`src/rtl/rf_write_queue.sv`:
```
// In-order writeback queue in front of the register-file write port.
// Drains one entry per cycle and forwards the youngest pending value on lookup.
module rf_write_queue #(
    parameter int DEPTH = 4,
    parameter int DW    = 16,
    parameter int RW    = 3
) (
    input  logic                       clk,
    input  logic                       rst,
    input  logic                       enq_valid,
    input  logic [RW-1:0]              enq_reg,
    input  logic [DW-1:0]              enq_data,
    output logic                       enq_ready,
    input  logic                       wr_stall,
    output logic                       write,
    output logic [RW-1:0]              writeregsel,
    output logic [DW-1:0]              writedata,
    input  logic [RW-1:0]              lookup_reg,
    output logic                       lookup_hit,
    output logic [DW-1:0]              lookup_data,
    output logic [$clog2(DEPTH):0]     count,
    output logic                       err
);

    localparam int AW = $clog2(DEPTH);

    logic [RW-1:0] reg_q  [DEPTH];
    logic [DW-1:0] data_q [DEPTH];

    logic [AW:0] rd_ptr_q, rd_ptr_d;
    logic [AW:0] wr_ptr_q, wr_ptr_d;
    logic [AW:0] count_q,  count_d;

    logic empty, full, enq_acc;

    assign empty = (rd_ptr_q == wr_ptr_q);
    assign full  = (rd_ptr_q[AW-1:0] == wr_ptr_q[AW-1:0]) && (rd_ptr_q[AW] != wr_ptr_q[AW]);

    assign enq_ready = !full;
    assign enq_acc   = enq_valid && !full;
    assign err       = enq_valid && full;

    // Reset gates the RF port so a draining entry never lands during reset.
    assign write       = !empty && !wr_stall && !rst;
    assign writeregsel = empty ? '0 : reg_q[rd_ptr_q[AW-1:0]];
    assign writedata   = empty ? '0 : data_q[rd_ptr_q[AW-1:0]];
    assign count       = count_q;

    always_comb begin
        rd_ptr_d = rd_ptr_q;
        wr_ptr_d = wr_ptr_q;
        count_d  = count_q;
        if (write)   rd_ptr_d = rd_ptr_q + 1'b1;
        if (enq_acc) wr_ptr_d = wr_ptr_q + 1'b1;
        case ({enq_acc, write})
            2'b10:   count_d = count_q + 1'b1;
            2'b01:   count_d = count_q - 1'b1;
            default: count_d = count_q;
        endcase
    end

    always_ff @(posedge clk) begin
        if (rst) begin
            rd_ptr_q <= '0;
            wr_ptr_q <= '0;
            count_q  <= '0;
        end else begin
            rd_ptr_q <= rd_ptr_d;
            wr_ptr_q <= wr_ptr_d;
            count_q  <= count_d;
        end
    end

    always_ff @(posedge clk) begin
        if (!rst && enq_acc) begin
            reg_q[wr_ptr_q[AW-1:0]]  <= enq_reg;
            data_q[wr_ptr_q[AW-1:0]] <= enq_data;
        end
    end

    // Walk oldest to youngest so later matches override; the accepted enq is youngest of all.
    always_comb begin
        logic [AW-1:0] idx;
        lookup_hit  = 1'b0;
        lookup_data = '0;
        idx         = '0;
        for (int k = 0; k < DEPTH; k++) begin
            idx = rd_ptr_q[AW-1:0] + AW'(k);
            if (((AW+1)'(k) < count_q) && (reg_q[idx] == lookup_reg)) begin
                lookup_hit  = 1'b1;
                lookup_data = data_q[idx];
            end
        end
        if (enq_acc && (enq_reg == lookup_reg)) begin
            lookup_hit  = 1'b1;
            lookup_data = enq_data;
        end
    end

endmodule

```
`config.mk`:
```
export PLATFORM = sky130hd
export DESIGN_NAME = rf_write_queue
export DESIGN_NICKNAME = d
export VERILOG_FILES = /design/src/rtl/rf_write_queue.sv
export SDC_FILE = /design/constraint.sdc
export NUM_CORES = 1
export LEC_CHECK = 0
export CORE_MARGIN = 2
export CORE_UTILIZATION = 60
export DETAILED_ROUTE_END_ITERATION = 16
export DONT_BUFFER_PORTS = 1
export PLACE_DENSITY = 0.79
export SYNTH_ARGS = -nofsm -noshare
export SYNTH_HDL_FRONTEND = slang
export SYNTH_SLANG_ARGS = --single-unit
```
`constraint.sdc`:
```
create_clock -name clk -period 6.1 [get_ports clk]
set_clock_uncertainty 0.2 [all_clocks]
set_input_delay 0.61 -clock clk [delete_from_list [all_inputs] [get_ports clk]]
set_output_delay 0.61 -clock clk [all_outputs]
set_load 0.005 [all_outputs]
```
==> summary by stage, run 1 <==
Setup path
The critical path is of the register to primary output type. The worst setup path is captured at a primary output. For this run, the slowest stage of the critical path takes 920 ps. The worst endpoint data arrival time is 4360 ps. The cell that appears most often on the critical path is sky130_fd_sc_hd__nor4_4. Together, buffers and inverters on the worst path number 1. The gate family responsible for the most delay along the worst path is simple AND/OR/NAND/NOR gates. Of all nets on the critical path, the largest fanout is 21.

Traced cell by cell, the critical path runs through ha_2 > mux4_1 > xor2_1 > nor4_4 > buf_4 > nor4_4 > a221oi_1 > o41ai_1. The kind of start point of the critical path is a register. In this run the register-to-register setup slack is 2600 ps. The endpoint required time on the critical path is 5290 ps.

The critical path's slowest cell is sky130_fd_sc_hd__nor4_4.

Floorplanning
The number of rows in the core area is 35. From bottom edge to top edge, the die measures 102 um. The placeable core region is 9330 um2. The overall die width is 102 um. The total I/O pin count is 68. The die covers 10,500 um2. Once the floorplan was initialized, standard cells occupied 62.1% of the core.

Placement
Port buffering added 0 buffers. Once detailed placement completed, the half-perimeter wirelength came to 8440 um. The placer congestion estimate is 0.862.

Synthesis
The number of different library cells used by synthesis comes to 37. The sequential-to-total area share from yosys stat is 43.2%. The share of async-settable or async-resettable flops after synthesis is 0%. The number of synthesized register bits is 87. The post-synthesis cell count is 400. The post-synthesis instance area is 5800 um2.

The count of warnings emitted by yosys is 0. The mean instance size in the synthesized netlist is 14.5 um2. When the netlist entered floorplanning its net count stood at 435.

The most used flip-flop cell after synthesis is sky130_fd_sc_hd__edfxtp_1. The count of flip-flops with a built-in enable after synthesis is 76.

Global routing
The first global-routing pass estimated 19,900 um of wire. The largest net degree at the start of global routing is 60. The number of global-route vias before repair is 3,745. In the global route stage, overall resource usage came out at 25.9%. The initial antenna violation count was 0. The remaining global-route overflow is 0.

Drt
Across all layers, the routed design uses 3,742 vias. The number of violations reported at the end of detailed-routing iteration 0 is 285. The detail route stage leaves a number of antenna-violating nets equal to 0. Using the TritonRoute via totals, the vias-per-cell ratio works out to 7.20. For this run, the detailed router's first-pass iteration total came to 5. The total length of routed wires is 12,800 um. The post-detailed-route DRC marker count is 0. After detailed routing, the average wire length per cell comes to 24.7 um.

Pwr
The power after layout is 1.80 mW. Power spread over the standard cell area amounts to 297 nW/um2. In this run the static leakage power is 1.79 nW.

The worst voltage drop across the vdd grid is 0.223 mV.

Timing
The post-route setup TNS is 0 ps. At the pin with the least slew margin, the transition time is 1140 ps. The highest clock rate is 193 MHz. Setup repair after global routing left no endpoint under its margin.

The number of max-slew violations in the final report is 0. In this run the tightest slew margin relative to its limit is 23.8%. The count of endpoints failing setup in the final report is 0. The number of endpoints with negative hold slack in the final report was 0. Dividing the final minimum period by the clock period gives 84.8%.

The minimum period implied by the final worst setup slack is 5170 ps.

CTS
The hold-fix buffer count after cts is 0. The maximum clock path buffer count is 2. The number of setup buffers added after CTS is 0.

Clock-pin slew was measured on the worst setup and hold paths at 90 ps. The sink count of the clock tree is 87. CTS placed an instance of sky130_fd_sc_hd__clkbuf_8 at the clock tree root.

Clock tree synthesis inserted a total of 9 buffers. The number of H-tree levels is 3. TritonCTS built the clock tree. The count of instances resized after the clock tree is built is 0. The later pin in the worst-skew pair is clocked with a latency of 350 ps.

Finish
0 antenna diodes ended up in the layout. Leaving out fill and tap cells, the most frequent cell in the layout is sky130_fd_sc_hd__edfxtp_1. At the end of the flow, the number of nets in the layout was 421. In the layout the commonest cells are sky130_fd_sc_hd__edfxtp_1 (76), sky130_fd_sc_hd__mux4_2 (73), sky130_fd_sc_hd__nor2_1 (44). Cells fill 65.0% of the core in the end. Relative to the synthesized area, the layout overhead comes to 4.62%. The count of filler cells inserted in the layout is 664. The post-route netlist has 27.6% of its cells at a drive strength greater than 1.

Worst hold path
The type of the most critical hold path is input pin to register.

Flow run
Max-cap violations in this run came to 0.

Run status
The flow ran to the end, and the final reports show no timing, DRC or antenna violations.
==> kinds of logic (layout without fill, tap and decap cells) <==
group	Yosys count	after routing	share of synthesized area [%]
adder cells (fa/ha/maj)	9	9	1.94
AO/OA/AOI/OAI	41	41	5.85
multiplexers	95	95	32.7
XOR/XNOR	24	24	3.63
AND/OR/NAND/NOR	104	104	9.52
flip-flops	87	87	43.2
buffers and inverters	40	31	3.15
==> final timing paths <==
check	depth (start not counted)	to	startpoint
hold reg to reg	2	wr_ptr_q[1]	wr_ptr_q[1]
hold / removal	1	wr_ptr_q[1]	rst
setup reg to reg	6	data_q[0][5]	rd_ptr_q[0]
setup / recovery	8	lookup_data[4]	rd_ptr_q[0]
==> power by group <==
group          internal (mW)  total, mW  leakage (nW)  switching [mW]
clock network          0.151      0.367        0.0862           0.215
logic                  0.366      0.725         0.924           0.358
registers              0.675      0.708         0.781          0.0328
total                   1.19       1.80          1.79           0.606
==> sequential cells by signal (all words and copies together) (netlist names), named ones only <==
name and flops:
count 3, wr_ptr_q 3, data_q 64, rd_ptr_q 3
reg_q 12
==> synth_stat cells (11+ instances only) <==
cell / n / share of area, %
sky130_fd_sc_hd__xnor2_1: 12 / 1.8
sky130_fd_sc_hd__and2_1: 22 / 2.4
sky130_fd_sc_hd__a221oi_1: 15 / 2.3
sky130_fd_sc_hd__mux2i_1: 19 / 3.3
sky130_fd_sc_hd__xor2_1: 12 / 1.8
sky130_fd_sc_hd__o41ai_1: 15 / 2.3
sky130_fd_sc_hd__dfxtp_1: 11 / 3.8
sky130_fd_sc_hd__nor2b_1: 15 / 1.6
sky130_fd_sc_hd__edfxtp_1: 76 / 39
sky130_fd_sc_hd__mux4_2: 73 / 28
sky130_fd_sc_hd__nor2_1: 44 / 2.8
sky130_fd_sc_hd__clkbuf_1: 16 / 1.0
==> through the flow <==
step	instances	cell area, um2	setup WS, ps	hold slack, ps
2_1_floorplan	400	5800	2630	293
5_1_grt	520	6060	633	93.2
3_3_place_gp	504	5890	1490	314
6_report	520	6060	930	115
4_1_cts	520	6060	981	100
3_5_place_dp	504	5890	1400	323
==> area by class of cell <==
cell class | instances | area [um2] | area share [%]
multi-input combinational | 273 | 3130 | 51.6
sequential | 87 | 2510 | 41.3
tap | 129 | 161 | 2.66
clock buffer | 9 | 124 | 2.04
timing repair buffer | 9 | 67.6 | 1.11
clock inverter | 7 | 55.1 | 0.908
inverter | 6 | 22.5 | 0.371
==> routing by layer <==
layer  vias to the layer above  routed length, um  track usage (%)
met1                      1900               4850             34.0
met3                        41               1210             5.95
met5                         -                  0                0
met2                       198               6430             43.5
met4                         0                342             8.10
li1                       1603                  -                -
Power figures use the tool's default switching activity.
==> inputs of run 2 (changes only) <==
--- a/config.mk
+++ b/config.mk
@@ -6,7 +6,7 @@
 export NUM_CORES = 1
 export LEC_CHECK = 0
 export CORE_MARGIN = 2
-export CORE_UTILIZATION = 60
+export CORE_UTILIZATION = 58
 export DETAILED_ROUTE_END_ITERATION = 16
 export DONT_BUFFER_PORTS = 1
 export PLACE_DENSITY = 0.79
==> constraint.sdc (replaced) <==
create_clock -name clk -period 4.35 [get_ports clk]
set_clock_uncertainty 0.2 [all_clocks]
set_input_delay 0.435 -clock clk [delete_from_list [all_inputs] [get_ports clk]]
set_output_delay 0.435 -clock clk [all_outputs]
set_load 0.005 [all_outputs]
==> summary by stage, run 2 (synthesis gave the netlist of run 1 again) <==
Run status
Run status: complete, no violations (unchanged).

Timing
The highest clock rate is 236 MHz. The number of max-slew violations in the final report is 0 (unchanged). The pin slew with the least headroom to its limit is 713 ps (was 1140 ps). The number of endpoints with negative hold slack in the final report was 0 (unchanged).

The post-route setup TNS is 0 ps (unchanged). The final critical-path share of the clock period is 97.6%. After layout, the minimum clock period comes to 4240 ps. The count of endpoints failing setup in the final report was 0 (unchanged). The worst max-slew margin expressed relative to the limit was 52.5% (was 23.8%). RSZ-0062 raised after global routing: no (unchanged).

Setup path
The critical path's slowest cell is sky130_fd_sc_hd__mux4_1 (was sky130_fd_sc_hd__nor4_4). The depth of the worst register-to-register path was 7 (was 6). The highest net fanout along the worst path is 15 (was 21).

The setup slack of the worst register-to-register path is 1570 ps (was 2600 ps). The worst setup path category is register to primary output (unchanged). The count of buffering cells on the critical path with inverters included was 2 (was 1). The kind of start point of the critical path was a register (unchanged).

The capture instance of the worst register-to-register path was count[2] (was data_q[0][5]). CP Cell Sequence: ha_2 > mux4_1 > xor2_1 > nor4_4 > nor4_4 > buf_4 > a221oi_1 > o41ai_1 > buf_4 (was ha_2 > mux4_1 > xor2_1 > nor4_4 > buf_4 > nor4_4 > a221oi_1 > o41ai_1). The worst endpoint data arrival time is 3610 ps (was 4360 ps). The capturing element type of the critical path is a primary output (unchanged). The delay contributed by the slowest stage of the critical path is 630 ps (was 920 ps). The startpoint of the lowest-slack register-to-register path is rd_ptr_q[0] (unchanged). The gate family responsible for the most delay along the worst path was multiplexers (was simple AND/OR/NAND/NOR gates).

The endpoint required time on the critical path is 3710 ps (was 5290 ps).

Drt
The count of TritonRoute iterations in the first routing pass is 6 (was 5). The number of violations reported at the end of detailed-routing iteration 0 is 370 (was 285). The total length of routed wires is 13,500 um (was 12,800 um). The final routed wire length divided by cell count is 23.7 um (was 24.7 um).

The average via count per standard cell came to 6.96 (was 7.20). The met2 wirelength from detailed routing is 7000 um (was 6430 um). The number of vias in the routed layout is 3,958 (was 3,742).

The remaining number of nets flagged by the antenna check after routing is 0 (unchanged). The uppermost layer routed is met4 (unchanged). The sum of routed wire segments on met1 is 4830 um (was 4850 um). The met3 routed wirelength is 1310 um (was 1210 um). The post-detailed-route DRC marker count is 0 (unchanged).

Placement
The cell area after placement came to 6090 um2 (was 5890 um2). The placer congestion estimate is 0.810 (was 0.862). The number of placed instances with taps included is 533 (was 504).

The number of port buffers was 0 (unchanged). The final HPWL from detailed placement is 8630 um (was 8440 um).

Global routing
The remaining global-route overflow came to 0 (unchanged). The global router's overall resource usage is 25.9% (about the same). The largest net degree at the start of global routing came to 60 (unchanged). The initial antenna violation count came to 0 (unchanged). The global-route wire length before repair is 21,400 um (was 19,900 um). The number of global-route vias before repair came to 3,965 (was 3,745).

CTS
The number of CTS-inserted buffers is 9 (unchanged). The CTS tree is built (unchanged). The sink count of the clock tree is 87 (unchanged).

The maximum clock path buffer count is 2 (unchanged). The clock insertion delay at the later pin of the skew report came to 360 ps (was 350 ps). The CTS clock-pin slew for the worst setup and hold paths is 80 ps (was 90 ps). The number of H-tree levels is 3 (unchanged). The clock tree root buffer cell is sky130_fd_sc_hd__clkbuf_8 (unchanged). The number of setup buffers added after CTS was 0 (unchanged).

Finish
Most frequent cells in the layout: sky130_fd_sc_hd__edfxtp_1 (76), sky130_fd_sc_hd__mux4_2 (73), sky130_fd_sc_hd__nor2_1 (44) (unchanged). The count of filler cells inserted in the layout is 673 (was 664). The final design area excluding fillers was 6470 um2 (was 6060 um2). The flip-flop count of the largest register after layout is 64 (unchanged). The layout cell share with drive strength beyond 1 is 29.6% (was 27.6%).

The count of nets after finishing is 466 (was 421). The layout overhead on the synthesized area is 11.7% (was 4.62%). The number of diodes added for antenna fixing came to 0 (unchanged). The most common library cell in the layout ignoring fill and taps is sky130_fd_sc_hd__edfxtp_1 (unchanged). The count of placed standard cells in the final layout, fillers left out came to 569 (was 520).

Floorplanning
The number of rows in the core area is 36 (was 35). The vertical extent of the die is 104 um (was 102 um). The overall die width came to 104 um (was 102 um). The total I/O pin count is 68 (unchanged). The placeable core region is 9730 um2 (was 9330 um2).

The die outline area came to 10,800 um2 (was 10,500 um2). The initial core utilization is 59.6% (was 62.1%).

Worst hold path
The worst-case hold path end point is wr_ptr_q[1] (unchanged). The hold-critical path depth is 2 (was 1). The type of the most critical hold path is input pin to register (unchanged). The startpoint of the worst hold path is enq_valid (was rst).

Pwr
The power after layout was 2.62 mW (was 1.80 mW). The leakage power of the design is 2.02 nW (was 1.79 nW). The worst voltage drop across the vdd grid was 0.287 mV (was 0.223 mV).

The total power divided by cell area is 405 nW/um2 (was 297 nW/um2).

Flow run
The max-capacitance violation count is 0 (unchanged).
## run 2: cell count changes in the layout (fill, tap and decap cells not counted), moves of 2 or more
cell	delta
sky130_fd_sc_hd__clkinvlp_4	-2
sky130_fd_sc_hd__dlygate4sd3_1	+20
sky130_fd_sc_hd__inv_6	-2
sky130_fd_sc_hd__clkinv_1	+3
sky130_fd_sc_hd__buf_4	+23
sky130_fd_sc_hd__clkinv_4	-2
## run 2: cell type report
type	count	area [um2]	share of cell area (%)
multi-input cells	273	3130	48.3
flip-flops and latches	87	2510	38.7
inverters	6	22.5	0.348
repair buffers	54	472	7.29
well taps	133	166	2.57
clock buffers	10	128	1.97
clock inverters	6	51.3	0.792
## run 2: where the power goes
part,switching (mW),internal (mW),total [mW]
Combinational,0.522,0.575,1.10
Sequential,0.0499,0.945,0.995
Clock,0.274,0.258,0.532
## run 2: repair_timing
action / in CTS / in global routing
endpoints found under the hold margin: 87 / 0
hold buffers: 20 / 0
gates resized for setup: 0 / 1
endpoints found under the setup margin: 0 / 12
## run 2: metal layers
metal	up-vias	GRT usage [%]
met5	-	0
met1	1996	33.6
met2	236	43.2
li1	1688	-
met3	38	4.51
met4	0	11.7
## run 2: stage by stage
step | setup WS (ps) | hold WS (ps) | utilization (%)
after detailed placement | 487 | 301 | 62.6
after global routing | 12.1 | 58.1 | 66.5
after floorplan | 1050 | 293 | -
final | 105 | 25.1 | 66.5
after CTS | 84.5 | 20.4 | 66.5
after global placement | 567 | 301 | 62.6
## run 2: how the worst max path moves through the flow
| stage | from | end | slack [ps] | cells after the start |
|---|---|---|---|---|
| global route | rd_ptr_q[0] | lookup_data[6] | 10 | 9 |
| floorplan | rd_ptr_q[1] | lookup_data[5] | 1050 | 9 |
| CTS | rd_ptr_q[0] | lookup_data[2] | 80 | 8 |
| global placement | rd_ptr_q[0] | lookup_data[9] | 570 | 9 |
| detailed placement | rd_ptr_q[0] | lookup_data[2] | 490 | 8 |
| finish | rd_ptr_q[0] | lookup_data[6] | 110 | 9 |
## run 2: worst register-to-register path, delay by kind of cell (launching register included)
family | cells | cell delay (ps)
and+or+nand+nor | 3 | 910
buffers and inverters | 1 | 510
DFF | 1 | 360
adders and majority gates | 1 | 350
xor gates and xnor gates | 1 | 230
AOI/OAI and AO/OA | 1 | 160
==> inputs of run 3 (changes only) <==
--- a/config.mk
+++ b/config.mk
@@ -5,11 +5,12 @@
 export SDC_FILE = /design/constraint.sdc
 export NUM_CORES = 1
 export LEC_CHECK = 0
+export CAP_MARGIN = 20
 export CORE_MARGIN = 2
 export CORE_UTILIZATION = 58
 export DETAILED_ROUTE_END_ITERATION = 16
 export DONT_BUFFER_PORTS = 1
-export PLACE_DENSITY = 0.79
+export PLACE_DENSITY = 0.72
 export SYNTH_ARGS = -nofsm -noshare
 export SYNTH_HDL_FRONTEND = slang
 export SYNTH_SLANG_ARGS = --single-unit
==> summary by stage, run 3 (synthesis gave the netlist of run 1 again) <==
Run status
Run status: complete, no violations (unchanged).

Worst hold path
The hold-critical path depth is 2 (unchanged). The startpoint of the worst hold path is enq_valid (unchanged). The type of the most critical hold path is input pin to register (unchanged). The worst-case hold path end point was wr_ptr_q[1] (unchanged).

Finish
The sequential standard cell area came to 2510 um2 (unchanged). The number of diodes added for antenna fixing was 0 (unchanged). The count of nets after finishing is 467 (was 466).

The post-route core utilization is 67.2% (was 66.5%). The final design area excluding fillers is 6530 um2 (was 6470 um2). The layout overhead on the synthesized area is 12.7% (was 11.7%). The area of combinational cells with multiple inputs came to 3130 um2 (unchanged).

The most common library cell in the layout ignoring fill and taps is sky130_fd_sc_hd__edfxtp_1 (unchanged). Most frequent cells in the layout: sky130_fd_sc_hd__edfxtp_1 (76), sky130_fd_sc_hd__mux4_2 (73), sky130_fd_sc_hd__nor2_1 (44) (unchanged). The count of filler cells inserted in the layout was 686 (was 673). The flip-flop count of the largest register after layout came to 64 (unchanged). The layout cell share with drive strength beyond 1 is 30.2% (was 29.6%).

Floorplanning
The number of rows in the core area is 36 (unchanged). The die outline area is 10,800 um2 (unchanged). The overall die width was 104 um (unchanged). The placeable core region was 9730 um2 (unchanged). The total I/O pin count is 68 (unchanged). The vertical extent of the die came to 104 um (unchanged). The initial core utilization is 59.6% (unchanged).

Setup path
The startpoint of the lowest-slack register-to-register path is rd_ptr_q[1] (was rd_ptr_q[0]). The endpoint required time on the critical path is 3710 ps (about the same). The capture instance of the worst register-to-register path was data_q[3][0] (was count[2]). The setup slack of the worst register-to-register path is 1780 ps (was 1570 ps). The worst endpoint data arrival time is 3470 ps (was 3610 ps). The depth of the worst register-to-register path is 7 (unchanged).

The critical path startpoint is rd_ptr_q[0] (unchanged). The capturing element type of the critical path is a primary output (unchanged). The highest net fanout along the worst path was 34 (was 15).

The kind of start point of the critical path is a register (unchanged). The worst setup path category is register to primary output (unchanged).

Global routing
The number of global-route vias before repair is 3,996 (was 3,965). The initial antenna violation count is 0 (unchanged). The remaining global-route overflow is 0 (unchanged). The most congested layer reported by global routing is met2 (unchanged). The largest net degree at the start of global routing is 49 (was 60).

The met1 capacity usage during global routing is 34.4% (was 33.6%). The routing usage on met3 came to 5.08% (was 4.51%). The met2 routing resource usage after global routing was 44.4% (was 43.2%).

The global router's overall resource usage is 26.3% (was 25.9%). The global-route wire length before repair is 21,500 um (was 21,400 um).

Drt
The remaining number of nets flagged by the antenna check after routing is 0 (unchanged). The number of vias in the routed layout is 3,914 (was 3,958). The average via count per standard cell is 6.87 (was 6.96).

The number of violations reported at the end of detailed-routing iteration 0 is 288 (was 370). The total length of routed wires is 13,600 um (was 13,500 um). The final routed wire length divided by cell count came to 23.8 um (was 23.7 um). The post-detailed-route DRC marker count is 0 (unchanged). The count of TritonRoute iterations in the first routing pass is 4 (was 6).

Placement
The number of port buffers is 0 (unchanged). The cell area after placement was 6100 um2 (was 6090 um2). The final HPWL from detailed placement was 8590 um (was 8630 um). The placer congestion estimate is 0.786 (was 0.810).

Timing
The number of endpoints with negative hold slack in the final report was 0 (unchanged). The number of max-slew violations in the final report was 0 (unchanged). The post-route setup TNS is 0 ps (unchanged).

The pin slew with the least headroom to its limit is 790 ps (was 713 ps). The highest clock rate came to 244 MHz (was 236 MHz). RSZ-0062 raised after global routing: no (unchanged). The final critical-path share of the clock period is 94.3% (was 97.6%).

The minimum period implied by the final worst setup slack was 4100 ps (was 4240 ps). The count of endpoints failing setup in the final report is 0 (unchanged). The worst max-slew margin expressed relative to the limit came to 47.3% (was 52.5%).

Pwr
The worst voltage drop across the vdd grid is 0.201 mV (was 0.287 mV). The leakage power of the design is 2.05 nW (was 2.02 nW). The total power divided by cell area came to 420 nW/um2 (was 405 nW/um2). The power after layout was 2.75 mW (was 2.62 mW).

Flow run
The max-capacitance violation count is 0 (unchanged).

CTS
The number of H-tree levels came to 3 (unchanged). The count of instances resized after the clock tree is built is 0 (unchanged). The hold-fix buffer count after cts was 20 (unchanged). The number of setup buffers added after CTS was 0 (unchanged). The CTS tree is built (unchanged). The maximum clock path buffer count came to 2 (unchanged).

The clock insertion delay at the later pin of the skew report is 360 ps (about the same). The clock tree root buffer cell was sky130_fd_sc_hd__clkbuf_8 (unchanged). The CTS clock-pin slew for the worst setup and hold paths is 90 ps (was 80 ps). The sink count of the clock tree is 87 (unchanged).

The number of CTS-inserted buffers is 9 (unchanged).
run 3: cell types whose count changed in the layout (fill, tap and decap cells not counted), sizes merged:
| cell | before | now |
|---|---|---|
| bufinv | 1 | 3 |
| buf | 34 | 35 |
| clkbuf | 10 | 9 |
| clkinv | 5 | 4 |
run 3: area by class of cell:
type / count / area share, %
Clock buffer: 9 / 1.90
Sequential cell: 87 / 38.4
Multi-Input combinational cell: 273 / 47.9
Clock inverter: 7 / 1.70
Timing Repair Buffer: 55 / 7.28
Inverter: 6 / 0.345
Tap cell: 133 / 2.55
run 3: through the flow:
step / std cells / worst slack, ps / hold WS (ps)
floorplan: 400 / 1050 / 293
global placement: 534 / 721 / 300
detailed placement: 534 / 680 / 305
CTS: 570 / 219 / 11.4
global route: 570 / 25.8 / 36.6
finish: 570 / 249 / 27.9
run 3: worst max path at each step:
stage,depth (start not counted),slack (ps),end
after global placement,9,720,lookup_data[6]
after global routing,10,30,lookup_data[2]
after CTS,9,220,lookup_data[6]
after floorplan,9,1050,lookup_data[5]
final,9,250,lookup_data[6]
after detailed placement,9,680,lookup_data[6]
run 3: critical path: stages, from the launching register on:
cell and delay, ps:
sky130_fd_sc_hd__dfxtp_4 420, sky130_fd_sc_hd__ha_2 420, sky130_fd_sc_hd__buf_4 500, sky130_fd_sc_hd__mux4_2 420, sky130_fd_sc_hd__xnor2_1 140, sky130_fd_sc_hd__nand4_1 80
sky130_fd_sc_hd__buf_4 360, sky130_fd_sc_hd__nor2_1 90, sky130_fd_sc_hd__o41ai_1 440, sky130_fd_sc_hd__buf_4 190
run 3: routing by layer:
metal	vias up	share of wire [%]
met1	1999	39
met2	209	51
li1	1690	-
met3	16	8.7
met4	0	1.3
met5	-	0
run 3: power breakdown:
part	leakage, nW	total (mW)	switching (mW)	internal, mW
registers	0.781	0.999	0.0539	0.946
clock network	0.118	0.660	0.283	0.377
logic	1.15	1.09	0.514	0.572
total	2.05	2.75	0.850	1.90
